[config.mk]
export PLATFORM = sky130hd
export DESIGN_NAME = cusw_control_unit
export DESIGN_NICKNAME = d
export VERILOG_FILES = /design/src/rtl/cusw_control_unit.sv
export SDC_FILE = /design/constraint.sdc
export NUM_CORES = 1
export LEC_CHECK = 0
export ABC_AREA = 1
export BUFFER_PORTS_ARGS = -buffer_cell sky130_fd_sc_hd__buf_4
export CORE_AREA = 2 2 256 258
export DETAILED_ROUTE_END_ITERATION = 10
export DIE_AREA = 0 0 258 260
export GPL_TIMING_DRIVEN = 0
export SYNTH_ARGS = -nofsm -noshare
export SYNTH_HDL_FRONTEND = slang
export SYNTH_SLANG_ARGS = --single-unit
[constraint.sdc]
create_clock -name clk50Mhz -period 23.9 [get_ports clk50Mhz]
set_input_delay 4.78 -clock clk50Mhz [delete_from_list [all_inputs] [get_ports clk50Mhz]]
set_output_delay 4.78 -clock clk50Mhz [all_outputs]
set_load 0.005 [all_outputs]
[src/rtl/cusw_control_unit.sv]
// cusw_control_unit: synth control unit - PLL/DAC startup sequencing, pot parameter banks and DAC volume
// Optional feature macro: POT_DEADBAND_EN (registers ignore pot changes of 2 LSB or less)
// Ports: clk50Mhz, RESET (async, active-high), locked (PLL lock);
//   P0A..P7A pot values and E0A..E7A level-sensitive bank enables from the Arduino link;
//   bank outputs Seq00, Osc*, ADSR*, Fltr*, Efct*, E*5, E*6 plus derived waveform/detune/filterSel/cuttoff;
//   SeqEnable/ADSREnable toggles; areset, CU_RESET, CU_RESET_N, DAC_RESET_out, DACpulseTrigger, readyFlag;
//   volume2DAC with its volchange strobe.
module cusw_control_unit #(
    parameter int         RST_HOLD_CYCLES = 16,
    parameter int         DAC_RST_CYCLES  = 32,
    parameter logic [9:0] POT_DEFAULT     = 10'h200
) (
    input  logic       clk50Mhz,
    input  logic       RESET,
    input  logic       locked,
    input  logic [9:0] P0A, P1A, P2A, P3A, P4A, P5A, P6A, P7A,
    input  logic       E0A, E1A, E2A, E3A, E4A, E5A, E6A, E7A,
    output logic [9:0] Seq00,
    output logic       SeqEnable,
    output logic [1:0] waveform,
    output logic [3:0] detune,
    output logic [9:0] Osc21, Osc31, Osc41, Osc51, Osc61,
    output logic       ADSREnable,
    output logic [9:0] ADSR02, ADSR12, ADSR32, ADSR42,
    output logic [1:0] filterSel,
    output logic [1:0] cuttoff,
    output logic [9:0] Fltr23, Fltr33, Fltr43, Fltr53, Fltr63,
    output logic [9:0] Efct04, Efct14, Efct24, Efct34, Efct44, Efct54, Efct64,
    output logic [9:0] E05, E15, E25, E35, E45, E55, E65,
    output logic [9:0] E06, E16, E26, E36, E46, E56, E66,
    output logic       areset,
    output logic       CU_RESET,
    output logic       CU_RESET_N,
    output logic [6:0] volume2DAC,
    output logic       volchange,
    output logic       DAC_RESET_out,
    output logic       DACpulseTrigger,
    output logic       readyFlag
);
    typedef enum logic [1:0] {WAIT_LOCK, HOLD, DAC_RST, READY} state_t;
    state_t      state;
    logic [15:0] cnt;
    logic [9:0]  p_r [0:7];
    logic [7:0]  e_r, e_d, sel;
    logic [9:0]  osc [2:6];
    logic [9:0]  adsr [0:3];
    logic [9:0]  fltr [2:6];
    logic [9:0]  efct [0:6];
    logic [9:0]  e5 [0:6];
    logic [9:0]  e6 [0:6];
    // last accepted source pot for each derived field, so the update gate has something to compare with
    logic [9:0]  wf_src, dt_src, fs_src, co_src, vol_src;
    logic [6:0]  vol_prev;
    logic        ready;

`ifdef POT_DEADBAND_EN
    function automatic logic upd(input logic [9:0] n, input logic [9:0] o);
        return (n > o) ? (n - o > 10'd2) : (o - n > 10'd2);
    endfunction
`else
    function automatic logic upd(input logic [9:0] n, input logic [9:0] o);
        return n != o;
    endfunction
`endif

    function automatic logic [1:0] cut_band(input logic [9:0] p);
        return (p < 10'd342) ? 2'd0 : (p < 10'd683) ? 2'd1 : 2'd2;
    endfunction

    assign areset     = RESET;
    assign CU_RESET_N = ~CU_RESET;
    assign ready      = state == READY;
    // isolate the lowest set enable: lowest index has priority
    assign sel        = e_r & (~e_r + 8'd1);

    assign {Osc21, Osc31, Osc41, Osc51, Osc61} = {osc[2], osc[3], osc[4], osc[5], osc[6]};
    assign {ADSR02, ADSR12, ADSR32, ADSR42} = {adsr[0], adsr[1], adsr[2], adsr[3]};
    assign {Fltr23, Fltr33, Fltr43, Fltr53, Fltr63} = {fltr[2], fltr[3], fltr[4], fltr[5], fltr[6]};
    assign {Efct04, Efct14, Efct24, Efct34, Efct44, Efct54, Efct64} =
        {efct[0], efct[1], efct[2], efct[3], efct[4], efct[5], efct[6]};
    assign {E05, E15, E25, E35, E45, E55, E65} = {e5[0], e5[1], e5[2], e5[3], e5[4], e5[5], e5[6]};
    assign {E06, E16, E26, E36, E46, E56, E66} = {e6[0], e6[1], e6[2], e6[3], e6[4], e6[5], e6[6]};

    always_ff @(posedge clk50Mhz or posedge RESET) begin
        if (RESET) begin
            state           <= WAIT_LOCK;
            cnt             <= '0;
            CU_RESET        <= 1'b1;
            DAC_RESET_out   <= 1'b0;
            DACpulseTrigger <= 1'b0;
            readyFlag       <= 1'b0;
        end else if (!locked) begin
            state           <= WAIT_LOCK;
            cnt             <= '0;
            CU_RESET        <= 1'b1;
            DAC_RESET_out   <= 1'b0;
            DACpulseTrigger <= 1'b0;
            readyFlag       <= 1'b0;
        end else begin
            DACpulseTrigger <= 1'b0;
            case (state)
                WAIT_LOCK: begin
                    state <= HOLD;
                    cnt   <= '0;
                end
                HOLD: begin
                    if (cnt == 16'(RST_HOLD_CYCLES - 1)) begin
                        state           <= DAC_RST;
                        cnt             <= '0;
                        CU_RESET        <= 1'b0;
                        DAC_RESET_out   <= 1'b1;
                        DACpulseTrigger <= 1'b1;
                    end else cnt <= cnt + 16'd1;
                end
                DAC_RST: begin
                    if (cnt == 16'(DAC_RST_CYCLES - 1)) begin
                        state         <= READY;
                        DAC_RESET_out <= 1'b0;
                        readyFlag     <= 1'b1;
                    end else cnt <= cnt + 16'd1;
                end
                default: ;
            endcase
        end
    end

    always_ff @(posedge clk50Mhz or posedge RESET) begin
        if (RESET) begin
            for (int i = 0; i < 8; i++) p_r[i] <= '0;
            for (int i = 2; i < 7; i++) osc[i] <= POT_DEFAULT;
            for (int i = 0; i < 4; i++) adsr[i] <= POT_DEFAULT;
            for (int i = 2; i < 7; i++) fltr[i] <= POT_DEFAULT;
            for (int i = 0; i < 7; i++) begin
                efct[i] <= POT_DEFAULT;
                e5[i]   <= POT_DEFAULT;
                e6[i]   <= POT_DEFAULT;
            end
            e_r        <= '0;
            e_d        <= '0;
            Seq00      <= POT_DEFAULT;
            waveform   <= '0;
            detune     <= '0;
            filterSel  <= '0;
            cuttoff    <= '0;
            {wf_src, dt_src, fs_src, co_src, vol_src} <= '0;
            SeqEnable  <= 1'b0;
            ADSREnable <= 1'b0;
            volume2DAC <= '0;
            vol_prev   <= '0;
            volchange  <= 1'b0;
        end else begin
            {p_r[0], p_r[1], p_r[2], p_r[3]} <= {P0A, P1A, P2A, P3A};
            {p_r[4], p_r[5], p_r[6], p_r[7]} <= {P4A, P5A, P6A, P7A};
            e_r       <= {E7A, E6A, E5A, E4A, E3A, E2A, E1A, E0A};
            e_d       <= e_r;
            vol_prev  <= volume2DAC;
            volchange <= volume2DAC != vol_prev;
            if (ready) begin
                if (e_r[0] && !e_d[0]) SeqEnable <= ~SeqEnable;
                if (e_r[2] && !e_d[2]) ADSREnable <= ~ADSREnable;
                if (sel[0] && upd(p_r[0], Seq00)) Seq00 <= p_r[0];
                if (sel[1]) begin
                    if (upd(p_r[0], wf_src)) {wf_src, waveform} <= {p_r[0], p_r[0][9:8]};
                    if (upd(p_r[1], dt_src)) {dt_src, detune} <= {p_r[1], p_r[1][9:6]};
                    for (int i = 2; i < 7; i++) if (upd(p_r[i], osc[i])) osc[i] <= p_r[i];
                end
                if (sel[2]) for (int i = 0; i < 4; i++) if (upd(p_r[i], adsr[i])) adsr[i] <= p_r[i];
                if (sel[3]) begin
                    if (upd(p_r[0], fs_src)) {fs_src, filterSel} <= {p_r[0], p_r[0][9:8]};
                    if (upd(p_r[1], co_src)) {co_src, cuttoff} <= {p_r[1], cut_band(p_r[1])};
                    for (int i = 2; i < 7; i++) if (upd(p_r[i], fltr[i])) fltr[i] <= p_r[i];
                end
                if (sel[4]) for (int i = 0; i < 7; i++) if (upd(p_r[i], efct[i])) efct[i] <= p_r[i];
                if (sel[5]) for (int i = 0; i < 7; i++) if (upd(p_r[i], e5[i])) e5[i] <= p_r[i];
                if (sel[6]) for (int i = 0; i < 7; i++) if (upd(p_r[i], e6[i])) e6[i] <= p_r[i];
                if (sel[7] && upd(p_r[7], vol_src)) {vol_src, volume2DAC} <= {p_r[7], p_r[7][9:3]};
            end
        end
    end
endmodule

Word level (Yosys, flattened, before mapping)
Cells that the tools add are included.
{"block": "word_totals", "reg_bits": 550, "latch_bits": 0, "ram_bits": 0, "rom_bits": 0, "out_inout_bits": 386, "elab_cells": 209, "mem_count": 0}
{"block": "classes", "add_sub_neg": 2, "multipliers": 0, "n_div": 0, "magnitude_cmp": 2, "n_eq_ne": 56, "n_shift": 0, "mux": 23, "bitwise_logic": 5, "reduce_logical": 55}
{"op": "$ne 10x10->1", "count": 41}
{"op": "$reduce_and 3->1", "count": 41}
{"op": "$mux 16", "count": 3}
{"op": "$pmux 16 s3", "count": 1}
{"op": "$add 16x1->16 const B", "count": 1}
{"op": "$eq 16x4->1 const B", "count": 1}
{"op": "$eq 16x5->1 const B", "count": 1}
{"op": "$reduce_and 2->1", "count": 7}
{"op": "$mux 1", "count": 12}
{"op": "$lt 10x10->1 const B", "count": 1}
{"op": "$lt 10x9->1 const B", "count": 1}
{"op": "$mux 2", "count": 5}
{"op": "$ne 3x3->1 const B", "count": 3}
{"op": "$add 8x1->8 const B", "count": 1}
{"op": "$and 8x8->8", "count": 1}
{"op": "$ne 2x1->1 const B", "count": 4}
{"op": "$not 8->8", "count": 1}
{"op": "$ne 7x7->1", "count": 1}
{"op": "$pmux 2 s3", "count": 1}
{"op": "$eq 2x2->1 const B", "count": 2}
{"op": "$logic_and 1x1->1", "count": 4}
{"op": "$ne 4x1->1 const B", "count": 1}
{"op": "$ne 3x1->1 const B", "count": 1}
{"op": "$not 1->1", "count": 3}
{"op": "other kinds (4)", "count": 5}

Depth between registers and ports, before layout
{"block": "logic_depth", "ltp_word": 5, "ltp_mapped": 12}

Worst setup path before layout
No wires, ideal clock.
{"block": "synth_path", "path_type": "in2out", "startpoint": "in RESET", "endpoint": "out areset", "t_arrival_ns": 4.891, "required_time_ns": 19.120, "slack_ns": 14.229, "stages": 1, "cell_sequence": "buf_4"}
{"element": "from (decl)", "line": "14", "source": "input logic RESET,"}
{"element": "to (decl)", "line": "31", "source": "output logic areset,"}
No word-level cell between the ends.

Worst setup path after layout
{"block": "layout_path", "startpoint": "in RESET", "endpoint": "out areset"}
No word-level cell between the ends.

==> summary.txt <==
Clocking
  – H-tree lvl count: 2
  – CTS Hold Bufs: 0
  – Post-CTS Setup Bufs: 0
  – Clock Latency Late Sink: 640 ps
  – Clk slew on worst S/H paths: 60 ps
  – CTS buffer count: 61
  – Bufs on Longest Clock Path: 3
  – Post-CTS Resized: 0
  – Root Buffer Master: clkbuf_16
  – Clk sinks: approximately 530
  – CTS tree: done

Floorplanning
  – Die area: between 60,000 and 70,000 um2
  – Core ar.: 64,120 um2
  – DIE WIDTH: around 260 um
  – DIE HEIGHT: 260 um
  – Initial Util: 42.65%
  – Row count: between 90 and 100
  – I/O Pins: 477

Synth
  – Commonest cells in the netlist: nand2_1 (1,462), dfrtp_1 (497), nand3_1 (435)
  – Register bit total from synthesis: between 500 and 600
  – Post-Syn Area: 27,340 um2
  – Simple-gate area share of the yosys netlist: around a third
  – Syn Nets: 3,714
  – Leading area contributor after synthesis: dfrtp_1
  – Post-Synth Adder-Cell Area: 0.2288%
  – Post-synthesis compound-gate area fraction: 2.430%
  – Synth Instances: 3,618
  – Top_reg_cell synth: dfrtp_1
  – Post-synth EDFFs: 0
  – Count leader, synth: nand2_1
  – Post-synth cell types: 40
  – Post-synthesis mux area share: 1.528%
  – Asr flop ratio synth: between 90% and 100%
  – Largest family of logic cells by synthesized area: simple AND/OR/NAND/NOR gates
  – Syn avg cell area: 7.558 um2
  – XOR/XNOR Fraction of Synth Area: 4.516%
  – Synth top area cells: dfrtp_1 (45%), nand2_1 (20%), nand3_1 (8.0%)
  – Sequential share of the synthesized area: between 40% and 50%
  – YS warnings: 0
  – Top cell type's share of synthesized area: 45.48%

Layout
  – Layout cells sized above 1: 19.79%
  – Non-filler cells, final: ~5,000
  – Regs by FF count: p_r x80, cnt x16
  – Synth-to-layout area growth: 25.34%
  – NumNets Final: about 4,300
  – Max FFs per register: 80
  – Most flop-heavy register: p_r

Run status
  – Status: finished, final reports clean

Global route
  – First-pass GRT wire length: between 100,000 and 150,000 um
  – Initial antenna violation count: 6
  – Largest net degree at the start of global routing: 124
  – Vias in the first global route: 23,930
  – Remaining global-route overflow: 0
  – Gr usage total: 28.84%

Route
  – Iter 0 DRT Violations: 2,262
  – DRC: 0
  – Via count: 25,380
  – Vias per std cell: 5.005
  – Drt total wl: 98,360 um
  – Post-DR wirelength/cell: 19.39 um
  – Post-route ant nets: 0
  – 1st-pass router iterations: 5

Timing
  – Final Cycle Share: 41.60%
  – F_max: 100.6 MHz
  – Slew Viols, Final: 0
  – Fin Setup TNS: 0 ps
  – Hold Vio Cnt, Final: 0
  – Min Hold Slack: 464.5 ps
  – Final setup viols: 0
  – Final clock skew: 18.21 ps
  – Tmin final: 9942 ps
  – Worst Tran Pin Value: 1260 ps
  – Worst Setup Slack, final: 13,960 ps
  – Unrepaired setup endpoints after global routing: false
  – Relative slew slack: between 15 and 20%

Critical path
  – Critical-path maximum fanout: 2
  – R2R Setup Slk: 21,200 ps
  – Worst path cell trace: buf_4 > buf_4 > buf_4
  – Worst Path Required: approximately 19,000 ps
  – Worst path most repeated cell: buf_4
  – Slowest Stage Delay on Critical Path: 130 ps
  – Max stage delay cell, worst path: buf_4
  – WP data arrival: 5160 ps
  – Worst Path Class, Setup: input port to output pin
  – Critical path capture point type: output pin
  – Setup crit start kind: input port

Placed design
  – Post-Place Cells: approximately 5,000
  – Pre-CTS WS: approximately 14,000 ps
  – Port Buffers: 476
  – Post-DP HPWL: roughly 70,000 um
  – GPL Wtd Cong: 0.9001

Power and ir drop
  – Peak supply drop: slightly below 60 uV
  – Pleak: between 15 and 20 nW
  – Pwr Total: 0.003105 W
  – PwrDens: 90.60 nW/um2

Job
  – Max_cap viols: 0

Hold path
  – Kind of path behind the tightest hold check: flop to flop
==> where the power goes <==
group          total (W)  internal (W)  switching (W)
Combinational   0.000806      0.000385       0.000421
Sequential       0.00130       0.00110       0.000206
Clock           0.000998      0.000601       0.000397
Total            0.00311       0.00208        0.00102
==> critical path: cells and delay by family <==
kind     cells  cell delay, ps
buf+inv      3             380
==> placed cells by master (no fill, tap or decap), drive strengths merged, types with 37 or more instances in the layout <==
| cell type | netlist | routed |
|---|---|---|
| o21ai | 115 | 115 |
| nand4 | 44 | 44 |
| dfrtp | 497 | 497 |
| nand3 | 437 | 437 |
| nor2 | 229 | 229 |
| dfstp | 37 | 37 |
| buf | 145 | 626 |
| nand2 | 1482 | 1482 |
| xor2 | 76 | 76 |
| xnor2 | 65 | 65 |
| inv | 356 | 357 |
| clkbuf | 23 | 120 |
==> path summary, 6_finish.rpt <==
check	cells past startpoint	to	from
max	3	areset	RESET
min	1	SeqEnable$_DFFE_PP0P_	SeqEnable$_DFFE_PP0P_
max reg2reg	8	Fltr63[1]$_DFFE_PP0P_	state[0]$_DFFE_PP0P_
min reg2reg	1	SeqEnable$_DFFE_PP0P_	SeqEnable$_DFFE_PP0P_
max in group asynchronous	4	E56[6]$_DFFE_PP0P_	RESET
min in group asynchronous	2	p_r[74]$_DFF_PP0_	RESET
==> cells by family after synthesis <==
logic type	count (synthesis)
AOI/OAI and AO/OA	127
xor gates and xnor gates	141
adders and majority gates	5
buffers and inverters	527
DFF	534
muxes	40
and+or+nand+nor	2244
==> routing by layer <==
layer / global-route usage [%] / part of all wire [%]
met1: 38.81 / 43
met2: 46.42 / 47
met3: 5.673 / 7.2
met4: 10.24 / 3.4
met5: 0 / 0.049
==> area by class of cell <==
cell class                 count  area, um2
fill                        6305      29840
sequential                   534      13410
multi-input combinational   2557      11670
timing repair buffer         481       3711
clock buffer                  97       1884
inverter                     359       1356
tap                          855       1070
buffer                       168      913.4
clock inverter                19      251.5
antenna                        2      5.005
==> stage by stage <==
stage	cell area (um2)	util, %
after global placement	31990	49.89
after floorplan	27350	-
after CTS	34270	53.45
final	34270	53.46
after detailed placement	32130	50.12
after global routing	34270	53.45
Power figures use the tool's default switching activity.
